--- config.mk ---
export PLATFORM = sky130hd
export DESIGN_NAME = game_cmd_scheduler
export DESIGN_NICKNAME = d
export VERILOG_FILES = /design/src/rtl/game_cmd_scheduler.sv
export SDC_FILE = /design/constraint.sdc
export NUM_CORES = 1
export LEC_CHECK = 0
export ABC_CLOCK_PERIOD_IN_PS = 2600
export BUFFER_PORTS_ARGS = -buffer_cell sky130_fd_sc_hd__buf_4
export CAP_MARGIN = 20
export CORE_MARGIN = 5
export CORE_UTILIZATION = 56
export DETAILED_ROUTE_END_ITERATION = 8
export PLACE_DENSITY = 0.76
export SLEW_MARGIN = 20
export SYNTH_ARGS = -nofsm -noshare
export SYNTH_HDL_FRONTEND = slang
export SYNTH_SLANG_ARGS = --single-unit
--- constraint.sdc ---
create_clock -name clk -period 2.6 [get_ports clk]
set_input_delay 0.13 -clock clk [delete_from_list [all_inputs] [get_ports clk]]
set_output_delay 0.13 -clock clk [all_outputs]
set_load 0.005 [all_outputs]
--- src/rtl/game_cmd_scheduler.sv ---
// game_cmd_scheduler: merges player key commands, the gravity timer (DOWN) and
// the garbage-bar timer (BAR) into one command stream for the game engine FSM.
// Keys are buffered in a QSIZE-deep FIFO and issued one at a time over a
// valid/ready handshake followed by a cmd_done pulse.
// Build macro HOLD_LOCK_EN: after a HOLD is issued, further HOLD codes are
// discarded at the FIFO head until a DROP completes or flush (one hold per piece).
module game_cmd_scheduler #(
  parameter int unsigned QSIZE     = 16,
  parameter int unsigned MSEC_TICK = 25_000,
  parameter int unsigned DOWN_MS   = 3000,
  parameter int unsigned BAR_TICK  = 500_000_000
) (
  input  logic                     clk,
  input  logic                     reset_n,
  input  logic                     enable,
  input  logic                     flush,
  input  logic                     key_valid,
  input  logic [7:0]               key_cmd,
  output logic                     key_ready,
  output logic                     cmd_valid,
  output logic [7:0]               cmd,
  input  logic                     cmd_ready,
  input  logic                     cmd_done,
  output logic                     busy,
  output logic [$clog2(QSIZE):0]   q_count,
  output logic                     overflow
);

  localparam int unsigned AW = $clog2(QSIZE);
  localparam int unsigned CW = AW + 1;
  localparam int unsigned PW = (MSEC_TICK > 1) ? $clog2(MSEC_TICK) : 1;
  localparam int unsigned MW = (DOWN_MS > 1) ? $clog2(DOWN_MS) : 1;
  localparam int unsigned BW = (BAR_TICK > 1) ? $clog2(BAR_TICK) : 1;

  localparam logic [7:0] CODE_NONE       = 8'd0;
  localparam logic [7:0] CODE_LEFT       = 8'd4;
  localparam logic [7:0] CODE_DOWN       = 8'd6;
  localparam logic [7:0] CODE_DROP       = 8'd7;
  localparam logic [7:0] CODE_ROTATE_REV = 8'd10;
  localparam logic [7:0] CODE_BAR        = 8'd11;

  typedef enum logic [1:0] {IDLE, ISSUE, WAIT_DONE} state_t;

  state_t          state, state_next;

  logic [7:0]      mem [QSIZE];
  logic [AW-1:0]   wr_ptr, rd_ptr;
  logic [7:0]      head;
  logic            full, empty, legal, push;

  logic [PW-1:0]   presc;
  logic [MW-1:0]   ms_cnt;
  logic [BW-1:0]   bar_cnt;
  logic            down_pend, bar_pend;
  logic            ms_tick, down_expire, bar_expire, gravity_clr;

  logic            load, pop, accept, finish, withdraw, clr_bar, hold_skip;
  logic [7:0]      load_code;

  assign head      = mem[rd_ptr];
  assign full      = (q_count == CW'(QSIZE));
  assign empty     = (q_count == '0);
  assign key_ready = !full;
  assign legal     = (key_cmd >= CODE_LEFT) && (key_cmd <= CODE_ROTATE_REV);
  assign push      = key_valid && key_ready && legal && !flush;

  assign ms_tick     = enable && (presc == PW'(MSEC_TICK - 1));
  assign down_expire = ms_tick && (ms_cnt == MW'(DOWN_MS - 1));
  assign bar_expire  = enable && (bar_cnt == BW'(BAR_TICK - 1));
  assign gravity_clr = finish && ((cmd == CODE_DOWN) || (cmd == CODE_DROP));

`ifdef HOLD_LOCK_EN
  localparam logic [7:0] CODE_HOLD = 8'd8;
  logic hold_lock;

  // Hold lock: armed by issuing a HOLD, released by a completed DROP or flush
  always_ff @(posedge clk or negedge reset_n) begin
    if (!reset_n)                            hold_lock <= 1'b0;
    else if (flush)                          hold_lock <= 1'b0;
    else if (finish && (cmd == CODE_DROP))   hold_lock <= 1'b0;
    else if (load && (load_code == CODE_HOLD)) hold_lock <= 1'b1;
  end

  assign hold_skip = hold_lock && (head == CODE_HOLD);
`else
  assign hold_skip = 1'b0;
`endif

  // FIFO storage write (contents need no reset; occupancy is tracked separately)
  always_ff @(posedge clk) begin
    if (push) mem[wr_ptr] <= key_cmd;
  end

  // FIFO pointers and occupancy; flush wins over a same-cycle push/pop
  always_ff @(posedge clk or negedge reset_n) begin
    if (!reset_n) begin
      wr_ptr  <= '0;
      rd_ptr  <= '0;
      q_count <= '0;
    end else if (flush) begin
      wr_ptr  <= '0;
      rd_ptr  <= '0;
      q_count <= '0;
    end else begin
      if (push) wr_ptr <= wr_ptr + AW'(1);
      if (pop)  rd_ptr <= rd_ptr + AW'(1);
      case ({push, pop})
        2'b10:   q_count <= q_count + CW'(1);
        2'b01:   q_count <= q_count - CW'(1);
        default: q_count <= q_count;
      endcase
    end
  end

  // Sticky overflow: key offered while full, or an illegal key code
  always_ff @(posedge clk or negedge reset_n) begin
    if (!reset_n)                          overflow <= 1'b0;
    else if (flush)                        overflow <= 1'b0;
    else if (key_valid && (full || !legal)) overflow <= 1'b1;
  end

  // Gravity timer: ms prescaler and ms counter, restarted by a completed DOWN/DROP
  always_ff @(posedge clk or negedge reset_n) begin
    if (!reset_n) begin
      presc     <= '0;
      ms_cnt    <= '0;
      down_pend <= 1'b0;
    end else if (flush || gravity_clr) begin
      presc     <= '0;
      ms_cnt    <= '0;
      down_pend <= 1'b0;
    end else if (enable) begin
      if (ms_tick) begin
        presc  <= '0;
        ms_cnt <= down_expire ? '0 : ms_cnt + MW'(1);
      end else begin
        presc  <= presc + PW'(1);
      end
      if (down_expire) down_pend <= 1'b1;
    end
  end

  // Garbage-bar timer; a fresh expiry outranks the clear from issuing BAR
  always_ff @(posedge clk or negedge reset_n) begin
    if (!reset_n) begin
      bar_cnt  <= '0;
      bar_pend <= 1'b0;
    end else if (flush) begin
      bar_cnt  <= '0;
      bar_pend <= 1'b0;
    end else begin
      if (enable) bar_cnt <= bar_expire ? '0 : bar_cnt + BW'(1);
      if (bar_expire)   bar_pend <= 1'b1;
      else if (clr_bar) bar_pend <= 1'b0;
    end
  end

  // Scheduler state register
  always_ff @(posedge clk or negedge reset_n) begin
    if (!reset_n) state <= IDLE;
    else          state <= state_next;
  end

  // Next state and control strobes; selection priority bar > down > FIFO head
  always_comb begin
    state_next = state;
    load       = 1'b0;
    load_code  = CODE_NONE;
    pop        = 1'b0;
    accept     = 1'b0;
    finish     = 1'b0;
    withdraw   = 1'b0;
    clr_bar    = 1'b0;
    case (state)
      IDLE: begin
        if (enable && !flush) begin
          if (bar_pend) begin
            load       = 1'b1;
            load_code  = CODE_BAR;
            clr_bar    = 1'b1;
            state_next = ISSUE;
          end else if (down_pend) begin
            load       = 1'b1;
            load_code  = CODE_DOWN;
            state_next = ISSUE;
          end else if (!empty) begin
            pop = 1'b1;
            if (!hold_skip) begin
              load       = 1'b1;
              load_code  = head;
              state_next = ISSUE;
            end
          end
        end
      end
      ISSUE: begin
        if (flush) begin
          withdraw   = 1'b1;
          state_next = IDLE;
        end else if (cmd_ready) begin
          accept     = 1'b1;
          state_next = WAIT_DONE;
        end
      end
      WAIT_DONE: begin
        if (cmd_done) begin
          finish     = 1'b1;
          state_next = IDLE;
        end
      end
      default: state_next = IDLE;
    endcase
  end

  // Command output registers driven by the scheduler strobes
  always_ff @(posedge clk or negedge reset_n) begin
    if (!reset_n) begin
      cmd       <= CODE_NONE;
      cmd_valid <= 1'b0;
      busy      <= 1'b0;
    end else if (load) begin
      cmd       <= load_code;
      cmd_valid <= 1'b1;
    end else if (accept) begin
      cmd_valid <= 1'b0;
      busy      <= 1'b1;
    end else if (withdraw) begin
      cmd_valid <= 1'b0;
      cmd       <= CODE_NONE;
    end else if (finish) begin
      busy      <= 1'b0;
      cmd       <= CODE_NONE;
    end
  end

endmodule

Yosys cells after proc, flatten, opt, wreduce, memory -nomap -nowiden
Memories as Yosys holds them, arrays and structs flattened. Index checks and enable logic that the tools add are counted.

Equality and inequality tests: 16. Order comparisons: 2. Bitwise gates (word level): 1. Reductions and logical operators: 35. Muxes and demuxes: 68. Add/sub/neg operators: 7.

Operators by type and width (count): 2-to-1 mux 29 bit (3); 2-to-1 mux 8 bit (9); 2-to-1 mux 12 bit (4); 2-to-1 mux 15 bit (3); 2-to-1 mux 1 bit (35); adder 29 x 1 -> 29 bit (second input constant) (1); equality test 29 bit (second input constant) (1); equality test 8 x 3 -> 1 bit (second input constant) (2); 2-to-1 mux 4 bit (4); nonzero test 2 bit (8); adder 15 x 1 -> 15 bit (second input constant) (1); equality test 15 bit (second input constant) (1); 2-to-1 mux 2 bit (7); adder 12 x 1 -> 12 bit (second input constant) (1); equality test 12 bit (second input constant) (1); nonzero test 3 bit (4); logical AND 1 bit (10); case mux 5 bit (2 select lines) (1); adder 4 x 1 -> 4 bit (second input constant) (2); >= comparator 8 x 3 -> 1 bit (second input constant) (1); <= comparator 8 x 4 -> 1 bit (second input constant) (1); inequality test 2 bit (second input constant) (4); case mux 2 bit (3 select lines) (1); AND reduction 2 bit (3); other kinds (15) (21).

Memories: 1. Register bits after elaboration: 84. Memory bits (writable): 128.

Memory list: mem (words 16, width 8, rd ports 1, clocked after memory_dff 0, wr ports 1, line 46) `logic [7:0] mem [QSIZE];`.

Logic depth before layout (Yosys ltp)
Depth after elaboration: 9. Depth in mapped cells: 11. Gate-level depth less buffers: 10.

Worst setup path after synthesis
Ideal clock, no wire load.

Path type: register to register. From: register q_count[1]. To: register q_count[4]. Setup time: 0.132 ns. Data required time: 2.468 ns. Cell stages (with the launch flop): 12. Arrival time: 2.588 ns. Path slack: -0.120 ns. Path through: dfrtp_1 > clkbuf_1 > or4_1 > o211ai_2 > a31oi_2 > xor2_1 > ha_1 > or3_1 > a21oi_1 > a32oi_1 > xor2_1 > nor2_1.

Cells in the longest elaborated chain, start to end: 9. Elaborated cells on any way between the ends: 18. Those cells by class: add/sub (2); eq/ne (3); mux (7); reduce/logical (6).

RTL lines: start: declaration (line 25) `output logic [$clog2(QSIZE):0] q_count,`; start signal: assignment (line 108) `2'b10: q_count <= q_count + CW'(1);`; start signal: assignment (line 109) `2'b01: q_count <= q_count - CW'(1);`; start signal: assignment (line 110) `default: q_count <= q_count;`; logical NOT 5 bit (line 62) `assign empty = (q_count == '0);`; 2-to-1 mux 1 bit (line 186) `end else if (!empty) begin`; 2-to-1 mux 1 bit (line 182) `end else if (down_pend) begin`; 2-to-1 mux 1 bit (line 177) `if (bar_pend) begin`; 2-to-1 mux 1 bit (line 176) `if (enable && !flush) begin`; 2-to-1 mux 1 bit (line 174) `case (state)`; equality test 2 x 1 -> 1 bit or equality test 2 bit (tied branches) (line 107) `case ({push, pop})`; case mux 5 bit (2 select lines) (line 107); 2-to-1 mux 5 bit (line 100) `end else if (flush) begin`.

Several ways; a longest one is shown, not always the timed one. A chain may end at the register's enable or synchronous reset.

Worst setup path in the final report
From: register q_count[3]. To: register q_count[4].

Same word-level chain as after synthesis.

==> impl_metrics.yaml <==
run_status:
  status: "completed"
sta:
  maxSlewViolCount: 0
  finalSetupTns_ns: 0
  finalCritPeriodShare: 0.975
  fin_crit_ns: 2.54
  hold_viol_final: 0
  slew_headroom: 0.485
  max_freq_mhz: 394
  worstMarginPinSlew_ns: 0.773
  rsz0062_at_grt: "true"
  finClkSkew_ns: 0.0210
  setup_violations: 0
worst_setup_path:
  critPathSlowestCell: "or4_4"
  crit_required_ns: 3.04
  crit_type: "reg -> reg"
  slowest_delay_ns: 0.55
  ff2ff_path_depth: 10
  worst_path_most_repeated_cell: "xor2_1"
  worst-path-stages: 10
  critical_path_peak_fanout: 7
  start_kind: "flip-flop"
  crit_chain: "or4_4 > o211ai_4 > a31oi_4 > xor2_1 > ha_2 > or3_4 > a21oi_2 > a32oi_1 > xor2_1 > nor2_1"
  crit_arrival_ns: 2.97
  crit_family: "simple AND/OR/NAND/NOR gates"
  worst-path-buf-inv: 0
  endpoint_kind: "flip-flop"
grt:
  grtUsageTotal: 0.202
  grt_max_degree: 60
  grt_overflow_total: 0
  antenna_found_initial: 0
  grt_pass1_vias: 5983
  grt_pass1_wl_mm: 31.4
min_path:
  hp-class: "in -> reg"
  hold-path-cell-count: 2
synthesis:
  synth_nets: 677
  synth_edf_count: 128
  yosysWarnings: 0
  synth-seq-cells: 212
  ys_seq_area_frac: 0.642
  syn_inst: 652
  avgSynthCellArea_um2: 14.2
  synth_common_cells: "edfxtp_1, dfrtp_1, nor2_1"
  synthDistinctLibCells: 62
  synth_top_cell_area_share: 0.415
  synth_largest_area_cell: "edfxtp_1"
  synth_most_common_cell: "edfxtp_1"
  async_flop_share: 0.396
  synthFlopType: "edfxtp_1"
  synth_area_leaders: "edfxtp_1, dfrtp_1, mux4_2, xor2_1, nor2_1"
  mappedNetlistArea_um2: 9260
die:
  dieArea_um2: 19200
  ios: 32
  die_w_um: 139
  rows: 47
  core_area_um2: 16400
  die-height_um: 139
  start_util: 0.564
cts:
  numCtsBuffers: 23
  clockBufferDepth: 3
  clk_latency_ns: 0.52
  htree_num_levels: 1
  cts_tree: "yes"
  clkTransAtPathRegs_ns: 0.06
  cts-root-buf: "clkbuf_16"
  cts_num_sinks: 212
cells_and_area:
  fin_cells: 973
  final_area_um2: 10900
  syn_to_final_growth_pct: 17.7
  nets: 763
  drive_above_1_share: 0.227
  num_antenna_cells: 0
route:
  vias: 5763
  drt_iter0_markers: 409
  via_per_inst: 5.92
  drcViolationCount: 0
  antenna_left: 0
  wl_per_cell_um: 19.8
  drt-pass1-iter-count: 7
  wirelength_mm: 19.3
pwr:
  leakage_nw: 4.02
  ir_drop_uv: 660
  powerDensity_nw_per_um2: 663
placement:
  placedCellCount: 917
  gp_congestion: 0.845
  dpl-instance-area_um2: 9990
  hpwl_mm: 12.7
  io_buffers: 31
job:
  maxCapViolations: 0
-- what timing repair did --
action                     in CTS  in global routing
setup buffers                   0                  2
hold buffers                   14                  0
hold endpoints to repair      165                  0
setup endpoints to repair       0                  1
gates resized for setup         0                  5
-- path summary, 6_finish.rpt --
check,startpoint,endpoint,slack (ns)
worst min-delay path,key_cmd[6],mem[1][6],0.03
worst max-delay path,q_count[3],q_count[4],0.06
worst min register to register,bar_cnt[27],bar_cnt[27],0.49
max in group asynchronous,reset_n,bar_cnt[9],1.65
worst max register to register,q_count[3],q_count[4],0.06
min in group asynchronous,reset_n,presc[13],0.23
-- kinds of logic after synthesis --
group,count (synthesis),share of synthesized area
adders and majority gates,10,0.0135
DFF,212,0.642
xor gates and xnor gates,51,0.0483
AOI/OAI and AO/OA,66,0.0502
muxes,43,0.101
and+or+nand+nor,238,0.131
buffers and inverters,32,0.0143
-- cells in the final DEF, fill, tap and decap left out, types with 3 or more instances in the layout --
cell type and count:
a21oi_1 14, a22o_1 3, and3_1 9, and4_1 4, buf_4 67, clkbuf_1 4, clkbuf_16 23, clkbuf_8 3
clkinv_2 4, dfrtp_1 82, dlygate4sd3_1 14, edfxtp_1 128, ha_1 9, inv_1 9, mux4_2 40, nand2_1 48
nand2b_1 7, nand3_1 21, nand4_1 17, nor2_1 79, nor2b_1 3, nor3_1 12, nor4_1 3, nor4bb_1 3
o21ai_0 22, o31ai_1 3, or3_1 8, xnor2_1 17, xor2_1 34
-- per-layer routing --
| layer | track usage | part of all wire | wire length [um] |
|---|---|---|---|
| met1 | 0.267 | 0.41 | 7860 |
| met2 | 0.355 | 0.52 | 9970 |
| met3 | 0.0303 | 0.050 | 954 |
| met4 | 0.0478 | 0.025 | 488 |
| met5 | 0 | 0 | 0 |
-- layout make-up --
class | instances | area (um2)
sequential | 212 | 5950
fill | 1152 | 5510
multi-input combinational | 408 | 3220
timing repair buffer | 83 | 683
clock buffer | 30 | 632
tap | 220 | 275
clock inverter | 10 | 97.6
inverter | 10 | 37.5
-- stage by stage --
step	total power [mW]	hold slack (ns)	worst slack [ns]	utilization
3_3_place_gp	4.13	0.236	0.117	0.609
5_1_grt	7.47	0.0211	-0.0567	0.664
4_1_cts	7.27	0.0112	0.0124	0.662
6_report	7.22	0.0300	0.0639	0.664
3_5_place_dp	4.15	0.253	0.0218	0.609
2_1_floorplan	3.93	-0.166	0.0561	-
-- worst register-to-register path: stages, from the launching register on --
cell      delay (ns)
dfrtp_2         0.43
or4_4           0.55
o211ai_4        0.21
a31oi_4         0.09
xor2_1          0.18
ha_2            0.22
or3_4           0.34
a21oi_2         0.14
a32oi_1         0.08
xor2_1          0.15
nor2_1          0.10
-- where the power goes --
group | switching [mW] | total (mW) | internal (mW)
Sequential | 0.0583 | 3.69 | 3.63
Combinational | 0.221 | 0.420 | 0.199
Clock | 1.28 | 3.11 | 1.82
-- registers in the layout (all words and copies together), names as in the netlist, 4 cells and up --
register,flops
ms_cnt,12
mem,128
q_count,5
cmd,8
bar_cnt,29
wr_ptr,4
presc,15
rd_ptr,4
Note: power is estimated with default switching activity, not from simulation.
